[src/rtl/alu_req_arbiter_if.sv]
// Bundles the requester handshakes, the response channel and the ALU strobe/result bus.
// slave = the arbiter; master = the requesters plus the ALU.
interface alu_req_arbiter_if #(
    parameter int N = 8,
    parameter int M = 4
);
    logic [1:0]     req_valid;
    logic [1:0]     req_ready;
    logic [2*M-1:0] req_cmd;
    logic [1:0]     req_mode;
    logic [1:0]     req_cin;
    logic [2*N-1:0] req_opa;
    logic [2*N-1:0] req_opb;

    logic [1:0]     rsp_valid;
    logic [1:0]     rsp_ready;
    logic [N:0]     rsp_res;
    logic [5:0]     rsp_flags;

    logic           alu_ce;
    logic           alu_mode;
    logic           alu_cin;
    logic [1:0]     alu_inp_valid;
    logic [M-1:0]   alu_cmd;
    logic [N-1:0]   alu_opa;
    logic [N-1:0]   alu_opb;
    logic [N:0]     alu_res;
    logic           alu_err, alu_oflow, alu_cout, alu_g, alu_l, alu_e;

    logic           busy;

    modport slave (
        input  req_valid, req_cmd, req_mode, req_cin, req_opa, req_opb,
        output req_ready,
        output rsp_valid, rsp_res, rsp_flags,
        input  rsp_ready,
        output alu_ce, alu_mode, alu_cin, alu_inp_valid, alu_cmd, alu_opa, alu_opb,
        input  alu_res, alu_err, alu_oflow, alu_cout, alu_g, alu_l, alu_e,
        output busy
    );

    modport master (
        output req_valid, req_cmd, req_mode, req_cin, req_opa, req_opb,
        input  req_ready,
        input  rsp_valid, rsp_res, rsp_flags,
        output rsp_ready,
        input  alu_ce, alu_mode, alu_cin, alu_inp_valid, alu_cmd, alu_opa, alu_opb,
        output alu_res, alu_err, alu_oflow, alu_cout, alu_g, alu_l, alu_e,
        input  busy
    );
endinterface

[src/rtl/alu_req_arbiter.sv]
// Round-robin arbiter sharing one ALU between two requesters: one transaction in flight,
// issue strobe, command-dependent wait, captured result returned over a response handshake.
module alu_req_arbiter #(
    parameter int N         = 8,
    parameter int M         = 4,
    parameter int LAT       = 1,
    parameter int MUL_LAT   = 2,
    parameter int MUL_CMD_A = 9,
    parameter int MUL_CMD_B = 10
) (
    input logic             CLK,
    input logic             RST,
    alu_req_arbiter_if.slave bus
);
    localparam int MAX_LAT = (LAT > MUL_LAT) ? LAT : MUL_LAT;
    localparam int CW      = $clog2(MAX_LAT + 1);

    typedef enum logic [1:0] {IDLE, ISSUE, WAIT, RESP} state_t;

    state_t        state, state_nxt;
    logic          ptr;
    logic          owner;
    logic          grant;
    logic          is_mul;
    logic [M-1:0]  cmd_q;
    logic          mode_q;
    logic          cin_q;
    logic [N-1:0]  opa_q;
    logic [N-1:0]  opb_q;
    logic [CW-1:0] cnt;
    logic [N:0]    res_q;
    logic [5:0]    flags_q;

    logic [M-1:0]  sel_cmd;
    logic          sel_mode;
    logic          sel_cin;
    logic [N-1:0]  sel_opa;
    logic [N-1:0]  sel_opb;

    // A lone requester wins outright; the pointer only breaks ties.
    assign grant    = (bus.req_valid == 2'b11) ? ptr : bus.req_valid[1];
    assign sel_cmd  = grant ? bus.req_cmd[2*M-1:M] : bus.req_cmd[M-1:0];
    assign sel_mode = bus.req_mode[grant];
    assign sel_cin  = bus.req_cin[grant];
    assign sel_opa  = grant ? bus.req_opa[2*N-1:N] : bus.req_opa[N-1:0];
    assign sel_opb  = grant ? bus.req_opb[2*N-1:N] : bus.req_opb[N-1:0];
    assign is_mul   = mode_q && ((cmd_q == M'(MUL_CMD_A)) || (cmd_q == M'(MUL_CMD_B)));

    always_comb begin
        state_nxt     = state;
        bus.req_ready = '0;
        bus.rsp_valid = '0;
        case (state)
            IDLE: begin
                // Gated by RST so no accept leaks out while reset is held.
                if (RST && (bus.req_valid != '0)) begin
                    bus.req_ready[grant] = 1'b1;
                    state_nxt            = ISSUE;
                end
            end
            ISSUE: state_nxt = WAIT;
            WAIT: begin
                if (cnt == CW'(1)) state_nxt = RESP;
            end
            RESP: begin
                bus.rsp_valid[owner] = 1'b1;
                if (bus.rsp_ready[owner]) state_nxt = IDLE;
            end
            default: state_nxt = IDLE;
        endcase
    end

    always_ff @(posedge CLK or negedge RST) begin
        if (!RST) begin
            state   <= IDLE;
            ptr     <= 1'b0;
            owner   <= 1'b0;
            cmd_q   <= '0;
            mode_q  <= 1'b0;
            cin_q   <= 1'b0;
            opa_q   <= '0;
            opb_q   <= '0;
            cnt     <= '0;
            res_q   <= '0;
            flags_q <= '0;
        end else begin
            state <= state_nxt;
            case (state)
                IDLE: begin
                    if (bus.req_valid != '0) begin
                        owner  <= grant;
                        cmd_q  <= sel_cmd;
                        mode_q <= sel_mode;
                        cin_q  <= sel_cin;
                        opa_q  <= sel_opa;
                        opb_q  <= sel_opb;
                    end
                end
                ISSUE: cnt <= is_mul ? CW'(MUL_LAT) : CW'(LAT);
                WAIT: begin
                    cnt <= cnt - CW'(1);
                    if (cnt == CW'(1)) begin
                        res_q   <= bus.alu_res;
                        flags_q <= {bus.alu_err, bus.alu_oflow, bus.alu_cout,
                                    bus.alu_g, bus.alu_l, bus.alu_e};
                    end
                end
                RESP: begin
                    if (bus.rsp_ready[owner]) ptr <= ~owner;
                end
                default: ;
            endcase
        end
    end

    assign bus.alu_ce        = (state == ISSUE);
    assign bus.alu_inp_valid = {2{state == ISSUE}};
    assign bus.alu_cmd       = cmd_q;
    assign bus.alu_mode      = mode_q;
    assign bus.alu_cin       = cin_q;
    assign bus.alu_opa       = opa_q;
    assign bus.alu_opb       = opb_q;
    assign bus.rsp_res       = res_q;
    assign bus.rsp_flags     = flags_q;
    assign bus.busy          = (state != IDLE);
endmodule

[src/flat_wrapper.sv]
// flat-port wrapper written by rule: the top's interface ports become plain ports
module alu_req_arbiter_flat 
#(
    parameter int N         = 8,
    parameter int M         = 4,
    parameter int LAT       = 1,
    parameter int MUL_LAT   = 2,
    parameter int MUL_CMD_A = 9,
    parameter int MUL_CMD_B = 10
)
  (CLK, RST, bus_req_valid, bus_req_cmd, bus_req_mode, bus_req_cin, bus_req_opa, bus_req_opb, bus_req_ready, bus_rsp_valid, bus_rsp_res, bus_rsp_flags, bus_rsp_ready, bus_alu_ce, bus_alu_mode, bus_alu_cin, bus_alu_inp_valid, bus_alu_cmd, bus_alu_opa, bus_alu_opb, bus_alu_res, bus_alu_err, bus_alu_oflow, bus_alu_cout, bus_alu_g, bus_alu_l, bus_alu_e, bus_busy);
  alu_req_arbiter_if #(.N(N), .M(M)) bus_i ();
  input logic CLK;
  input logic RST;
  input wire logic [$bits(bus_i.req_valid)-1:0] bus_req_valid;
  input wire logic [$bits(bus_i.req_cmd)-1:0] bus_req_cmd;
  input wire logic [$bits(bus_i.req_mode)-1:0] bus_req_mode;
  input wire logic [$bits(bus_i.req_cin)-1:0] bus_req_cin;
  input wire logic [$bits(bus_i.req_opa)-1:0] bus_req_opa;
  input wire logic [$bits(bus_i.req_opb)-1:0] bus_req_opb;
  output wire logic [$bits(bus_i.req_ready)-1:0] bus_req_ready;
  output wire logic [$bits(bus_i.rsp_valid)-1:0] bus_rsp_valid;
  output wire logic [$bits(bus_i.rsp_res)-1:0] bus_rsp_res;
  output wire logic [$bits(bus_i.rsp_flags)-1:0] bus_rsp_flags;
  input wire logic [$bits(bus_i.rsp_ready)-1:0] bus_rsp_ready;
  output wire logic [$bits(bus_i.alu_ce)-1:0] bus_alu_ce;
  output wire logic [$bits(bus_i.alu_mode)-1:0] bus_alu_mode;
  output wire logic [$bits(bus_i.alu_cin)-1:0] bus_alu_cin;
  output wire logic [$bits(bus_i.alu_inp_valid)-1:0] bus_alu_inp_valid;
  output wire logic [$bits(bus_i.alu_cmd)-1:0] bus_alu_cmd;
  output wire logic [$bits(bus_i.alu_opa)-1:0] bus_alu_opa;
  output wire logic [$bits(bus_i.alu_opb)-1:0] bus_alu_opb;
  input wire logic [$bits(bus_i.alu_res)-1:0] bus_alu_res;
  input wire logic [$bits(bus_i.alu_err)-1:0] bus_alu_err;
  input wire logic [$bits(bus_i.alu_oflow)-1:0] bus_alu_oflow;
  input wire logic [$bits(bus_i.alu_cout)-1:0] bus_alu_cout;
  input wire logic [$bits(bus_i.alu_g)-1:0] bus_alu_g;
  input wire logic [$bits(bus_i.alu_l)-1:0] bus_alu_l;
  input wire logic [$bits(bus_i.alu_e)-1:0] bus_alu_e;
  output wire logic [$bits(bus_i.busy)-1:0] bus_busy;
  assign bus_i.req_valid = bus_req_valid;
  assign bus_i.req_cmd = bus_req_cmd;
  assign bus_i.req_mode = bus_req_mode;
  assign bus_i.req_cin = bus_req_cin;
  assign bus_i.req_opa = bus_req_opa;
  assign bus_i.req_opb = bus_req_opb;
  assign bus_req_ready = bus_i.req_ready;
  assign bus_rsp_valid = bus_i.rsp_valid;
  assign bus_rsp_res = bus_i.rsp_res;
  assign bus_rsp_flags = bus_i.rsp_flags;
  assign bus_i.rsp_ready = bus_rsp_ready;
  assign bus_alu_ce = bus_i.alu_ce;
  assign bus_alu_mode = bus_i.alu_mode;
  assign bus_alu_cin = bus_i.alu_cin;
  assign bus_alu_inp_valid = bus_i.alu_inp_valid;
  assign bus_alu_cmd = bus_i.alu_cmd;
  assign bus_alu_opa = bus_i.alu_opa;
  assign bus_alu_opb = bus_i.alu_opb;
  assign bus_i.alu_res = bus_alu_res;
  assign bus_i.alu_err = bus_alu_err;
  assign bus_i.alu_oflow = bus_alu_oflow;
  assign bus_i.alu_cout = bus_alu_cout;
  assign bus_i.alu_g = bus_alu_g;
  assign bus_i.alu_l = bus_alu_l;
  assign bus_i.alu_e = bus_alu_e;
  assign bus_busy = bus_i.busy;
  alu_req_arbiter #(.N(N), .M(M), .LAT(LAT), .MUL_LAT(MUL_LAT), .MUL_CMD_A(MUL_CMD_A), .MUL_CMD_B(MUL_CMD_B)) u_core (.CLK(CLK), .RST(RST), .bus(bus_i));
endmodule
[config.mk]
export PLATFORM = sky130hd
export DESIGN_NAME = alu_req_arbiter_flat
export DESIGN_NICKNAME = d
export VERILOG_FILES = /design/src/rtl/alu_req_arbiter_if.sv /design/src/rtl/alu_req_arbiter.sv /design/src/flat_wrapper.sv
export SDC_FILE = /design/constraint.sdc
export NUM_CORES = 1
export LEC_CHECK = 0
export BUFFER_PORTS_ARGS = -buffer_cell sky130_fd_sc_hd__clkbuf_2
export CAP_MARGIN = 5
export CORE_AREA = 2 2 68 70
export CTS_BUF_LIST = sky130_fd_sc_hd__clkbuf_4 sky130_fd_sc_hd__clkbuf_8 sky130_fd_sc_hd__clkbuf_16
export DETAILED_ROUTE_END_ITERATION = 7
export DIE_AREA = 0 0 70 72
export PLACE_DENSITY = 0.84
export RECOVER_POWER = 50
export SYNTH_ARGS = -nofsm -noshare
export SYNTH_HDL_FRONTEND = slang
export SYNTH_SLANG_ARGS = --single-unit
[constraint.sdc]
create_clock -name CLK -period 2.3 [get_ports CLK]
set_input_delay 0.115 -clock CLK [delete_from_list [all_inputs] [get_ports CLK]]
set_output_delay 0.115 -clock CLK [all_outputs]
set_load 0.03 [all_outputs]
==> flow_summary.ini <==
[sta]
min_period_over_period_pct = 82.6
report.final.setup_viol = 0
fmax_mhz = 526
finalHoldViolCount = 0
tns_ns = 0
slew_violations = 0
slew-limit-headroom_pct = 33.0
worstMarginPinSlew_ns = 1.00
period_minus_slack_ns = 1.90
rsz0062_at_grt = no
finClkSkew_ns = 0.00617

[logic_synthesis]
synth_cells = 175
seq_area_frac_synth_pct = 53.6
synthTopCellsByArea = dfrtp_1 54%, mux2i_1 11%, mux2_2 9.5%, nand2_1 5.4%, o21ai_1 4.0%
yosysWarnings = 0
syn_avg_cell_area_um2 = 11.5
syn_nets = 245
ys.flop_type = dfrtp_1
synth_edf_count = 0
synth_area_um2 = 2010
ys_async_sr_fraction_pct = 100
synth_area_leader_cell = dfrtp_1
synth.distinct_cells = 24
synth_seq_cells = 43
yosys.area.top_type_share_pct = 53.6

[final_layout]
layout_common_cells = 86 x clkbuf_2, 43 x dfrtp_1, 29 x nand2_1
diodes = 0
mostFrequentLayoutCell = clkbuf_2
final_nets = 356
fin_cells = 339
regArea_um2 = 1080
area_growth_pct = 32.1
drive_above_1_share_pct = 40.4
multi_input_area_um2 = 846
final_area_um2 = 2650
nFillCells = 381

[critical_path]
crit_end = bus_req_ready[0]
reg2reg_from = u_core.state[0]
critPathLaunchType = flip-flop
cpMaxStageDelayCell = dfrtp_1
crit_required_ns = 2.18
rr_worst_depth = 4
endpoint_kind = output port
r2r-end = u_core.bus.rsp_res[0]
cp.depth = 5
path_max_fanout = 46
critPathArrivalTime_ns = 1.79
critPathKind = flip-flop to output port
path_cells = inv_1 -> ha_1 -> o21ai_4 -> nor2_1 -> clkbuf_2
critPathMaxStageDelay_ns = 0.40
startpoint = u_core.state[0]
path_buf_inv = 2
path_delay_family = flip-flops
r2r_slack_ns = 0.58

[floorplan]
ioPinCount = 110
core_area_um2 = 4260
dieArea_um2 = 5040
dieWidth_um = 70
rows = 24
start_util_pct = 47.1
die_y_um = 72

[place]
hpwl_mm = 3.32
gp_routability_congestion = 0.750
place_area_um2 = 2590
dp_cells = 330
io_buffers = 109

[drt]
wl_per_cell_um = 12.3
drt_iter0_drc = 38
drt_first_pass_iters = 4
wirelength_mm = 4.18
dr_total_vias = 1624
ant_nets = 0
via_per_inst = 4.79
drc_errors = 0

[min_path]
worst_hold_path_type = input pin to flip-flop
hp-start = bus_alu_res[7]

[clock_network]
h-tree-depth = 2
clkSlewWorstSetupHoldPaths_ns = 0.08
cts_resized = 0
cts_buffers = 5
insertion_delay_ns = 0.29
post_cts_buffers = 0
tritoncts = done
clockRootBuffer = clkbuf_8
holdBufCountCts = 1
clockBufferDepth = 2
clock_sinks = 43

[global_routing]
overflow = 0
grt_pass1_wl_mm = 6.82
antenna_found_initial = 0
grt_pass1_vias = 1560
gr-usage-all-layers_pct = 17.4
grt_max_degree = 47

[power_and_ir_drop]
powerDensity_nw_per_um2 = 1480
power_leakage_nw = 1.39
peakVddDrop_mv = 0.860
fin_total_pwr_mw = 3.94

[job]
max_cap_viol_count = 0

[run_status]
status = finished, final reports clean
-- cell usage after synthesis, types with 2 or more instances --
| cell type | instances |
|---|---|
| clkbuf_1 | 3 |
| mux2_2 | 17 |
| nor2_1 | 4 |
| a21oi_1 | 5 |
| o21ai_0 | 8 |
| mux2i_1 | 23 |
| dfrtp_1 | 43 |
| ha_1 | 5 |
| o21ai_2 | 2 |
| buf_4 | 2 |
| buf_2 | 2 |
| o21ai_1 | 16 |
| nand2_1 | 29 |
| inv_1 | 5 |
| nor2b_1 | 2 |
-- how the worst min path moves through the flow --
stage	endpoint	slack [ns]	depth (start not counted)
2_1_floorplan	u_core.bus.alu_cin	-0.18	0
5_1_grt	u_core.bus.rsp_res[4]	0.04	2
3_3_place_gp	u_core.bus.alu_cmd[3]	0.05	1
6_report	u_core.bus.rsp_res[7]	0.06	2
4_1_cts	u_core.bus.rsp_res[7]	0.04	2
3_5_place_dp	u_core.bus.alu_cmd[3]	0.05	1
-- layer usage --
layer | vias to the layer above | global-route usage [%] | wire (um)
met1 | 724 | 19.1 | 1690
li1 | 814 | - | -
met5 | - | 0 | 0
met2 | 81 | 31.1 | 2010
met4 | 0 | 7.05 | 70
met3 | 5 | 6.11 | 411
-- through the flow --
step / utilization [%] / hold slack, ns / setup WS (ns)
final: 62.2 / 0.0561 / 0.400
after global routing: 62.2 / 0.0441 / 0.217
after CTS: 63.1 / 0.0428 / 0.378
after detailed placement: 60.7 / 0.0526 / 0.565
after floorplan: - / -0.181 / 0.593
after global placement: 60.7 / 0.0527 / 0.625
-- sequential cells by signal, indices dropped and copies added, names as in the netlist --
| register | flops |
|---|---|
| u_core.cnt | 2 |
| u_core.bus.rsp_flags | 6 |
| u_core.bus.alu_opa | 8 |
| u_core.bus.alu_cin | 1 |
| u_core.owner | 1 |
| u_core.bus.alu_mode | 1 |
| u_core.bus.alu_cmd | 4 |
| u_core.bus.alu_opb | 8 |
| u_core.ptr | 1 |
| u_core.bus.rsp_res | 9 |
| u_core.state | 2 |
-- final cells by class --
| cell class | instances | area share [%] |
|---|---|---|
| clock inverters | 1 | 0.189 |
| inverters | 6 | 0.849 |
| clock buffers | 7 | 3.16 |
| repair buffers | 113 | 20.9 |
| well taps | 52 | 2.45 |
| flip-flops and latches | 43 | 40.6 |
| multi-input cells | 117 | 31.9 |
-- power by group --
group / switching [mW] / total, mW / internal (mW)
Sequential: 0.223 / 1.36 / 1.14
Combinational: 1.40 / 2.10 / 0.699
Clock: 0.240 / 0.477 / 0.237
-- kinds of logic after synthesis --
group,synth area share (%)
flops,53.6
mux,21.0
simple gates,7.91
compound gates,9.28
buf+inv,4.67
fa+ha+maj,3.12
xor+xnor,0.436
Note: power is estimated with default switching activity, not from simulation.
